<file path="src/rtl/hazard_pkg.sv">
// Shared pipeline definitions: hazard FSM encoding, PC mux select values,
// register-index width and the canned control-output bundles.
package hazard_pkg;

   localparam int REG_W = 5;

   typedef enum logic [1:0] {
      RUN        = 2'd0,
      LOAD_STALL = 2'd1,
      MEM_WAIT   = 2'd2
   } state_t;

   // IF PC mux select values, shared with the IF-stage mux instantiation
   localparam logic PC_SEL_SEQ = 1'b0;
   localparam logic PC_SEL_BR  = 1'b1;

   typedef struct packed {
      logic pc_sel;
      logic pc_write;
      logic if_id_write;
      logic if_id_flush;
      logic id_ex_bubble;
      logic pipe_hold;
   } ctrl_t;

   //                                      sel         pcw   ifw   flush bub   hold
   localparam ctrl_t CTRL_DEFAULT = '{PC_SEL_SEQ, 1'b1, 1'b1, 1'b0, 1'b0, 1'b0};
   localparam ctrl_t CTRL_BRANCH  = '{PC_SEL_BR,  1'b1, 1'b1, 1'b1, 1'b1, 1'b0};
   localparam ctrl_t CTRL_STALL   = '{PC_SEL_SEQ, 1'b0, 1'b0, 1'b0, 1'b1, 1'b0};
   localparam ctrl_t CTRL_HOLD    = '{PC_SEL_SEQ, 1'b0, 1'b0, 1'b0, 1'b0, 1'b1};
   localparam ctrl_t CTRL_RESET   = '{PC_SEL_SEQ, 1'b0, 1'b0, 1'b0, 1'b1, 1'b0};

endpackage

</file>
<file path="src/rtl/hazard_ctrl_sat_counter.sv">
// Saturating up-counter with synchronous clear and asynchronous reset.
// MAX sets the saturation value (all-ones by default).
module sat_counter #(
   parameter int             W   = 8,
   parameter logic [W-1:0]   MAX = '1
) (
   input  logic         clk,
   input  logic         rst_n,
   input  logic         clr,
   input  logic         en,
   output logic [W-1:0] count
);

   // Count enabled cycles, stop at MAX, clear has priority over counting
   always_ff @(posedge clk or negedge rst_n) begin
      // NOTE: sequential state uses non-blocking assignments so every flop
      // samples pre-edge values regardless of block evaluation order.
      if (!rst_n)
         count <= '0;
      else if (clr)
         count <= '0;
      else if (en && (count != MAX))
         count <= count + W'(1);
   end

endmodule

</file>
<file path="src/rtl/hazard_ctrl.sv">
// Pipeline hazard controller: PC source select, IF/ID enables and flush,
// ID/EX bubble, global hold, load-use and memory-wait sequencing, stall
// performance counter and sticky memory-timeout flag.
module hazard_ctrl
   import hazard_pkg::*;
#(
   parameter int LOAD_LAT    = 1,
   parameter int MEM_TIMEOUT = 255,
   parameter int CNT_W       = 16
) (
   input  logic             clk,
   input  logic             rst_n,
   input  logic [REG_W-1:0] id_rs1,
   input  logic [REG_W-1:0] id_rs2,
   input  logic             id_uses_rs2,
   input  logic [REG_W-1:0] ex_rd,
   input  logic             ex_mem_read,
   input  logic             ex_branch_taken,
   input  logic             mem_req,
   input  logic             mem_ready,
   output logic             pc_sel,
   output logic             pc_write,
   output logic             if_id_write,
   output logic             if_id_flush,
   output logic             id_ex_bubble,
   output logic             pipe_hold,
   output logic             mem_err,
   output logic [CNT_W-1:0] stall_cycles
);

   localparam int LCNT_W = (LOAD_LAT > 1) ? $clog2(LOAD_LAT) : 1;
   localparam int TO_W   = $clog2(MEM_TIMEOUT + 1);

   state_t             state, state_nxt;
   state_t             ret, ret_nxt;
   state_t             eff;
   logic [LCNT_W-1:0]  lcnt, lcnt_nxt;
   logic [TO_W-1:0]    to_cnt;
   ctrl_t              ctrl, ctrl_out;
   logic               memwait, lu;
   logic               to_en, to_clr, to_hit;

   assign memwait = mem_req & ~mem_ready;
   assign lu      = ex_mem_read & (ex_rd != '0) &
                    ((ex_rd == id_rs1) | (id_uses_rs2 & (ex_rd == id_rs2)));

   // Next-state and control decode; a MEM_WAIT release cycle behaves as the
   // interrupted state so any pending branch/load-use is acted on right away
   always_comb begin
      // NOTE: every always_comb output gets a default first so no path can
      // leave it unassigned and infer a latch.
      ctrl      = CTRL_DEFAULT;
      state_nxt = state;
      ret_nxt   = ret;
      lcnt_nxt  = lcnt;
      eff       = (state == MEM_WAIT) ? ret : state;

      if ((state == MEM_WAIT) && !mem_ready) begin
         ctrl = CTRL_HOLD;
      end else if (memwait) begin
         ctrl      = CTRL_HOLD;
         state_nxt = MEM_WAIT;
         ret_nxt   = eff;
      end else begin
         state_nxt = eff;
         if (ex_branch_taken) begin
            ctrl      = CTRL_BRANCH;
            state_nxt = RUN;
            lcnt_nxt  = '0;
         end else if (eff == LOAD_STALL) begin
            ctrl     = CTRL_STALL;
            lcnt_nxt = lcnt - LCNT_W'(1);
            if (lcnt == LCNT_W'(1))
               state_nxt = RUN;
         end else if (lu) begin
            ctrl = CTRL_STALL;
            if (LOAD_LAT > 1) begin
               lcnt_nxt  = LCNT_W'(LOAD_LAT - 1);
               state_nxt = LOAD_STALL;
            end
         end
      end
   end

   // Reset forces a safe control word independent of state
   assign ctrl_out     = rst_n ? ctrl : CTRL_RESET;
   assign pc_sel       = ctrl_out.pc_sel;
   assign pc_write     = ctrl_out.pc_write;
   assign if_id_write  = ctrl_out.if_id_write;
   assign if_id_flush  = ctrl_out.if_id_flush;
   assign id_ex_bubble = ctrl_out.id_ex_bubble;
   assign pipe_hold    = ctrl_out.pipe_hold;

   assign to_en  = (state == MEM_WAIT) & ~mem_ready;
   assign to_clr = (state == MEM_WAIT) &  mem_ready;
   assign to_hit = to_en & (to_cnt >= TO_W'(MEM_TIMEOUT - 1));

   // FSM state, return state, load-bubble counter and sticky timeout flag
   always_ff @(posedge clk or negedge rst_n) begin
      if (!rst_n) begin
         state   <= RUN;
         ret     <= RUN;
         lcnt    <= '0;
         mem_err <= 1'b0;
      end else begin
         state   <= state_nxt;
         ret     <= ret_nxt;
         lcnt    <= lcnt_nxt;
         mem_err <= mem_err | to_hit;
      end
   end

   sat_counter #(
      .W   (TO_W),
      .MAX (TO_W'(MEM_TIMEOUT))
   ) u_timeout (
      .clk   (clk),
      .rst_n (rst_n),
      .clr   (to_clr),
      .en    (to_en),
      .count (to_cnt)
   );

   sat_counter #(
      .W (CNT_W)
   ) u_stall_cnt (
      .clk   (clk),
      .rst_n (rst_n),
      .clr   (1'b0),
      .en    (~ctrl.pc_write),
      .count (stall_cycles)
   );

endmodule

</file>
<file path="config.mk">
export PLATFORM = sky130hd
export DESIGN_NAME = hazard_ctrl
export DESIGN_NICKNAME = d
export VERILOG_FILES = /design/src/rtl/hazard_pkg.sv /design/src/rtl/hazard_ctrl_sat_counter.sv /design/src/rtl/hazard_ctrl.sv
export SDC_FILE = /design/constraint.sdc
export NUM_CORES = 1
export LEC_CHECK = 0
export BUFFER_PORTS_ARGS = -buffer_cell sky130_fd_sc_hd__buf_4
export CAP_MARGIN = 20
export CORE_MARGIN = 5
export CORE_UTILIZATION = 40
export CTS_CLUSTER_DIAMETER = 150
export DETAILED_ROUTE_END_ITERATION = 12
export PLACE_DENSITY = 0.59
export SLEW_MARGIN = 20
export SYNTH_ARGS = -nofsm -noshare
export SYNTH_HDL_FRONTEND = slang
export SYNTH_SLANG_ARGS = --single-unit
</file>
<file path="constraint.sdc">
create_clock -name clk -period 2.1 [get_ports clk]
set_input_delay 0.315 -clock clk [delete_from_list [all_inputs] [get_ports clk]]
set_output_delay 0.315 -clock clk [all_outputs]
set_load 0.01 [all_outputs]
</file>
# Word-level counts from Yosys, hierarchy flattened
# Index checks and enable logic that the tools add are counted.
[totals]
input_bits = 22
register_bits = 30
ramBits = 0
memories = 0
romBits = 0
elab_cells = 53
out_inout_bits = 23
latchBits = 0
[op_classes]
n_addsub = 3
mux = 15
reduce_logical = 9
n_div = 0
n_mul = 0
shifts = 0
n_bitwise = 13
order_cmp = 1
eq_ne = 6
[op_table]
columns = ["operator", "count"]
rows = [
  ["$mux 6", 4],
  ["$add 16x1->16 const B", 1],
  ["$mux 8", 2],
  ["$ne 16x16->1 const B", 1],
  ["$eq 5x5->1", 2],
  ["$mux 2", 5],
  ["$mux 5", 2],
  ["$add 8x1->8 const B", 1],
  ["$ge 8x8->1 const B", 1],
  ["$ne 8x8->1 const B", 1],
  ["$and 1x1->1", 7],
  ["$reduce_bool 5->1", 1],
  ["$not 1->1", 4],
  ["$reduce_bool 2->1", 2],
  ["$logic_and 1x1->1", 3],
  ["$reduce_and 3->1", 1],
  ["$eq 2x1->1 const B", 1],
  ["$eq 2x2->1 const B", 1],
  ["$mux 1", 2],
  ["$or 1x1->1", 2],
  ["$reduce_and 2->1", 1],
  ["$logic_not 1->1", 1],
  ["$sub 1x1->1 const B", 1],
]

# Depth between registers and ports, before layout
[depth]
word_depth = 11
ltp_mapped = 8
depth_no_buf = 7

# Cells and area by module
# A second synthesis with hierarchy kept.
[hier_totals]
hier_cells = 211
area_unflattened_um2 = 1959.4
[by_module_without_submodules]
columns = ["module", "cells_each", "area_each_um2", "instances", "seq_area_each_um2"]
rows = [
  ["sat_counter at u_stall_cnt", 98, 942.2, 1, 400.4],
  ["hazard_ctrl", 64, 553.0, 1, 150.1],
  ["sat_counter at u_timeout", 49, 464.2, 1, 200.2],
]

# Worst setup path after synthesis
# No wires, ideal clock.
[synth_path]
kind = "register to register"
from = "register u_stall_cnt.count[0]"
to = "register u_stall_cnt.count[1]"
period_less_slack_ns = 1.914
arrival_time_ns = 1.789
setup_time_ns = 0.125
path_buffers = 0
path_stages_with_launch = 7
setup_slack_ns = 0.186
t_required_ns = 1.975
path_cell_list = "dfrtp_1 -> ha_1 -> nand4_1 -> nor4_1 -> nor3_1 -> a21oi_4 -> mux2_2"
[synth_via]
elab_chain_len = 2
elab_cells_between_ends = 3
cone_classes = "1 x add/sub; 1 x eq/ne; 1 x reduce/logical"
[synth_lines]
columns = ["item", "line", "text"]
rows = [
  ["start, declared", "hazard_ctrl_sat_counter.sv:11", "output logic [W-1:0] count"],
  ["start signal, assigned", "hazard_ctrl_sat_counter.sv:23", "count <= count + W'(1);"],
  ["parallel branches: the longest is 2 deep, another holds $add 16x1->16", "--", ""],
]
# Several ways; the timed one is not identified.
# A chain may end at the register's enable or synchronous reset.

# Worst setup path in the final report
[layout_path]
from = "input ex_rd[1]"
to = "output id_ex_bubble"
[layout_via]
elab_chain_len = 10
elab_cells_between_ends = 13
cone_classes = "2 x eq/ne; 6 x mux; 4 x bitwise; 1 x reduce/logical"
[layout_lines]
columns = ["item", "line", "text"]
rows = [
  ["start, declared", "hazard_ctrl.sv:16", "input logic [REG_W-1:0] ex_rd,"],
  ["$eq 5x5->1", "hazard_ctrl.sv:45", "((ex_rd == id_rs1) | (id_uses_rs2 & (ex_rd == id_rs2)));"],
  ["$and 1x1->1", "hazard_ctrl.sv:45", ""],
  ["$or 1x1->1", "hazard_ctrl.sv:45", ""],
  ["$and 1x1->1 (*)", "hazard_ctrl.sv:44", "assign lu = ex_mem_read & (ex_rd != '0) &"],
  ["$mux 5 (*)", "hazard_ctrl.sv:75", "end else if (lu) begin"],
  ["$mux 5 (*)", "hazard_ctrl.sv:70", "end else if (eff == LOAD_STALL) begin"],
  ["$mux 6 (*)", "hazard_ctrl.sv:66", "if (ex_branch_taken) begin"],
  ["$mux 6 (*)", "hazard_ctrl.sv:60", "end else if (memwait) begin"],
  ["$mux 6 (*)", "hazard_ctrl.sv:58", "if ((state == MEM_WAIT) && !mem_ready) begin"],
  ["$mux 6 (*)", "hazard_ctrl.sv:86", "assign ctrl_out = rst_n ? ctrl : CTRL_RESET;"],
  ["end, declared", "hazard_ctrl.sv:25", "output logic id_ex_bubble,"],
]
# Every way passes the cells marked *; elsewhere a longest branch is shown, timed or not.

==> flow_metrics.tcl <==
set metrics [dict create \
    synthesis.area_um2 1714 \
    drive_above_1_share_pct 31.30 \
    placed_area_um2 2185 \
    fin_skew_ns 0.007384 \
    final_common_cell "buf_4" \
    p_leak_nw 1.116 \
    ios 45 \
    p_sw_share_pct 33.30 \
    comb_power_share_pct 34.7 \
    cts_tree "yes" \
    routedWlPerCell_um 13.72 \
    synth-async-reset-ratio_pct 100.0 \
    antenna_left 0 \
    maxCapViolations 0 \
    die_height_um 75.46 \
    ys_types 39 \
    fin_tns_setup_ns 0 \
    final_cell_mix "buf_4, dfrtp_1, nand2_1" \
    path_clk_slew_ns 0.06 \
    root_buffer "clkbuf_8" \
    die_w_um 75.46 \
    finalMaxSlewViolations 0 \
    synthTopCellsByArea "dfrtp_1, xor2_1, xnor2_1, nand2_1, nor2_1" \
    cts_buffer_depth 2 \
    hp-class "in -> reg" \
    synth-edff-count 0 \
    cts_inserted_buffers 5 \
    yosys.area.top_type "dfrtp_1" \
    syn_inst 182 \
    tightestPinTransition_ns 0.3717 \
    antenna_found_initial 0 \
    path_max_fanout 3 \
    grt_use_total_pct 15.79 \
    hold_viol_final 0 \
    synth_top_area_share_pct 43.80 \
    start_util_pct 41.95 \
    preCtsSetupSlack_ns -0.03296 \
    die_area_um2 5694 \
    p_sw_w 0.0006589 \
    totalWireLength_um 4060 \
    ys.flop_type "dfrtp_1" \
    stdcell_area_um2 2317 \
    insertedDiodeCount 0 \
    layout.nets 270 \
    seq_power_share_pct 41.3 \
    drc_errors 0 \
    finalCriticalPeriod_ns 2.010 \
    holdPathStages 2 \
    portBuffers 44 \
    intPower_w 0.001320 \
    endpoint_kind "output pin" \
    first_global_vias 1550 \
    critPathKind "in -> out" \
    seq_area_frac_synth_pct 43.80 \
    fin_total_pwr_w 0.001979 \
    h-tree-depth 2 \
    worst_slew_margin_rel_pct 75.22 \
    clk_latency_ns 0.28 \
    fin_ws_ns 0.09022 \
    vias 1489 \
    areaGrowthSynthToFinish_pct 35.18 \
    cts_sinks 30 \
    cp.required_ns 1.78 \
    avgSynthCellArea_um2 9.418 \
    status "complete, no violations" \
    final_cells 296 \
    syn_nets 207 \
    grt_pass1_wl_um 6824 \
    grt-ovfl-total 0 \
    power_density_nw_per_um2 853.9 \
    core_um2 4086 \
    dpl.hpwl_um 3138 \
    cp_data_arrival_time_ns 1.69 \
    synth_seq_cells 30 \
    setup_viol 0 \
    fmax_mhz 497.6 \
    drtPass1Iterations 4 \
    ys_warn_count 0 \
    grt_setup_unrepaired "no" \
    rows 23 \
    grt_max_degree 29 \
    gp_congestion 0.8053 \
    vias_per_cell 5.030 \
    dp.cells 286 \
    ir_worst_vdd_mv 0.6173 \
    start_kind "input pin" \
    final.period_utilization_pct 95.70 \
    clkPwrFrac_pct 24.0 \
    drt_iter0_markers 68 \
    reg2reg_depth 8 \
]
[per-layer routing]
| layer | track usage [%] | routed length, µm | part of all wire, % | up-vias |
|---|---|---|---|---|
| met5 | 0 | 0 | 0 | - |
| met4 | 7.379 | 19 | 0.47 | 0 |
| met3 | 4.881 | 263 | 6.5 | 2 |
| met2 | 25.41 | 1996 | 49 | 35 |
| met1 | 19.31 | 1780 | 44 | 702 |
| li1 | - | - | - | 750 |
[power groups by stage]
stage / Combinational [W] / Clock (W) / Sequential, W
4_1_cts: 0.000685 / 0.000492 / 0.000819
3_5_place_dp: 0.000679 / 0 / 0.000826
6_report: 0.000686 / 0.000475 / 0.000818
2_1_floorplan: 0.000274 / 0 / 0.000865
3_3_place_gp: 0.000650 / 0 / 0.000820
5_1_grt: 0.000763 / 0.000514 / 0.000838
[path summary, 6_finish.rpt]
path	from	end	slack [ns]
setup / recovery	ex_rd[1]	id_ex_bubble	0.09
hold / removal	ex_branch_taken	state[0]	0.26
setup reg to reg	u_stall_cnt.count[0]	u_stall_cnt.count[1]	0.12
hold reg to reg	mem_err	mem_err	0.49
max in group asynchronous	rst_n	u_timeout.count[3]	1.18
min in group asynchronous	rst_n	lcnt	0.37
[registers in the layout (all words and copies together) (netlist names)]
name               count
u_stall_cnt.count     16
mem_err                1
u_timeout.count        8
lcnt                   1
ret                    2
state                  2
[final cells by class]
type                       instances  area, µm²
sequential                        30      750.7
multi-input combinational        138      905.9
clock inverter                     1      5.005
fill                             373       1769
tap                               50      62.56
clock buffer                       7      86.33
timing repair buffer              61      473.0
inverter                           9      33.78
[logic make-up after synthesis]
logic type / after synthesis / synth area share, %
multiplexers: 2 / 1.241
adder cells (fa/ha/maj): 3 / 2.190
AO/OA/AOI/OAI: 22 / 9.636
AND/OR/NAND/NOR: 81 / 23.80
buffers and inverters: 14 / 4.014
XOR/XNOR: 30 / 15.33
flip-flops: 30 / 43.80
[synth_stat cells, drive strengths merged (2+ instances only)]
master and number:
a21oi 9, and2 2, and3 3, buf 4, dfrtp 30, ha 3, inv 9, nand2 19
nand3 10, nand4 7, nor2 18, nor2b 2, nor3 10, nor4 2, o21ai 5, o22ai 2
xnor2 12, xor2 18
[through the flow]
stage / hold slack, ns / util (%)
final: 0.2592 / 56.71
after detailed placement: 0.1177 / 53.46
after CTS: 0.2435 / 55.94
after floorplan: 0.01941 / -
after global routing: 0.2570 / 56.71
after global placement: 0.1171 / 53.46
[repair_timing]
action,CTS,global route
resized for setup,1,3
endpoints found under the setup margin,5,17
pin swaps,1,1
endpoints found under the hold margin,2,0
buffers inserted,0,1
hold buffers,1,0
[critical path: stages]
cell and delay (ns):
buf_4 0.12, or4_1 0.53, o21ai_2 0.19, inv_1 0.08
a21boi_2 0.14, a21o_1 0.13, nand2_1 0.05, buf_4 0.14
(Power assumes the default switching activity.)
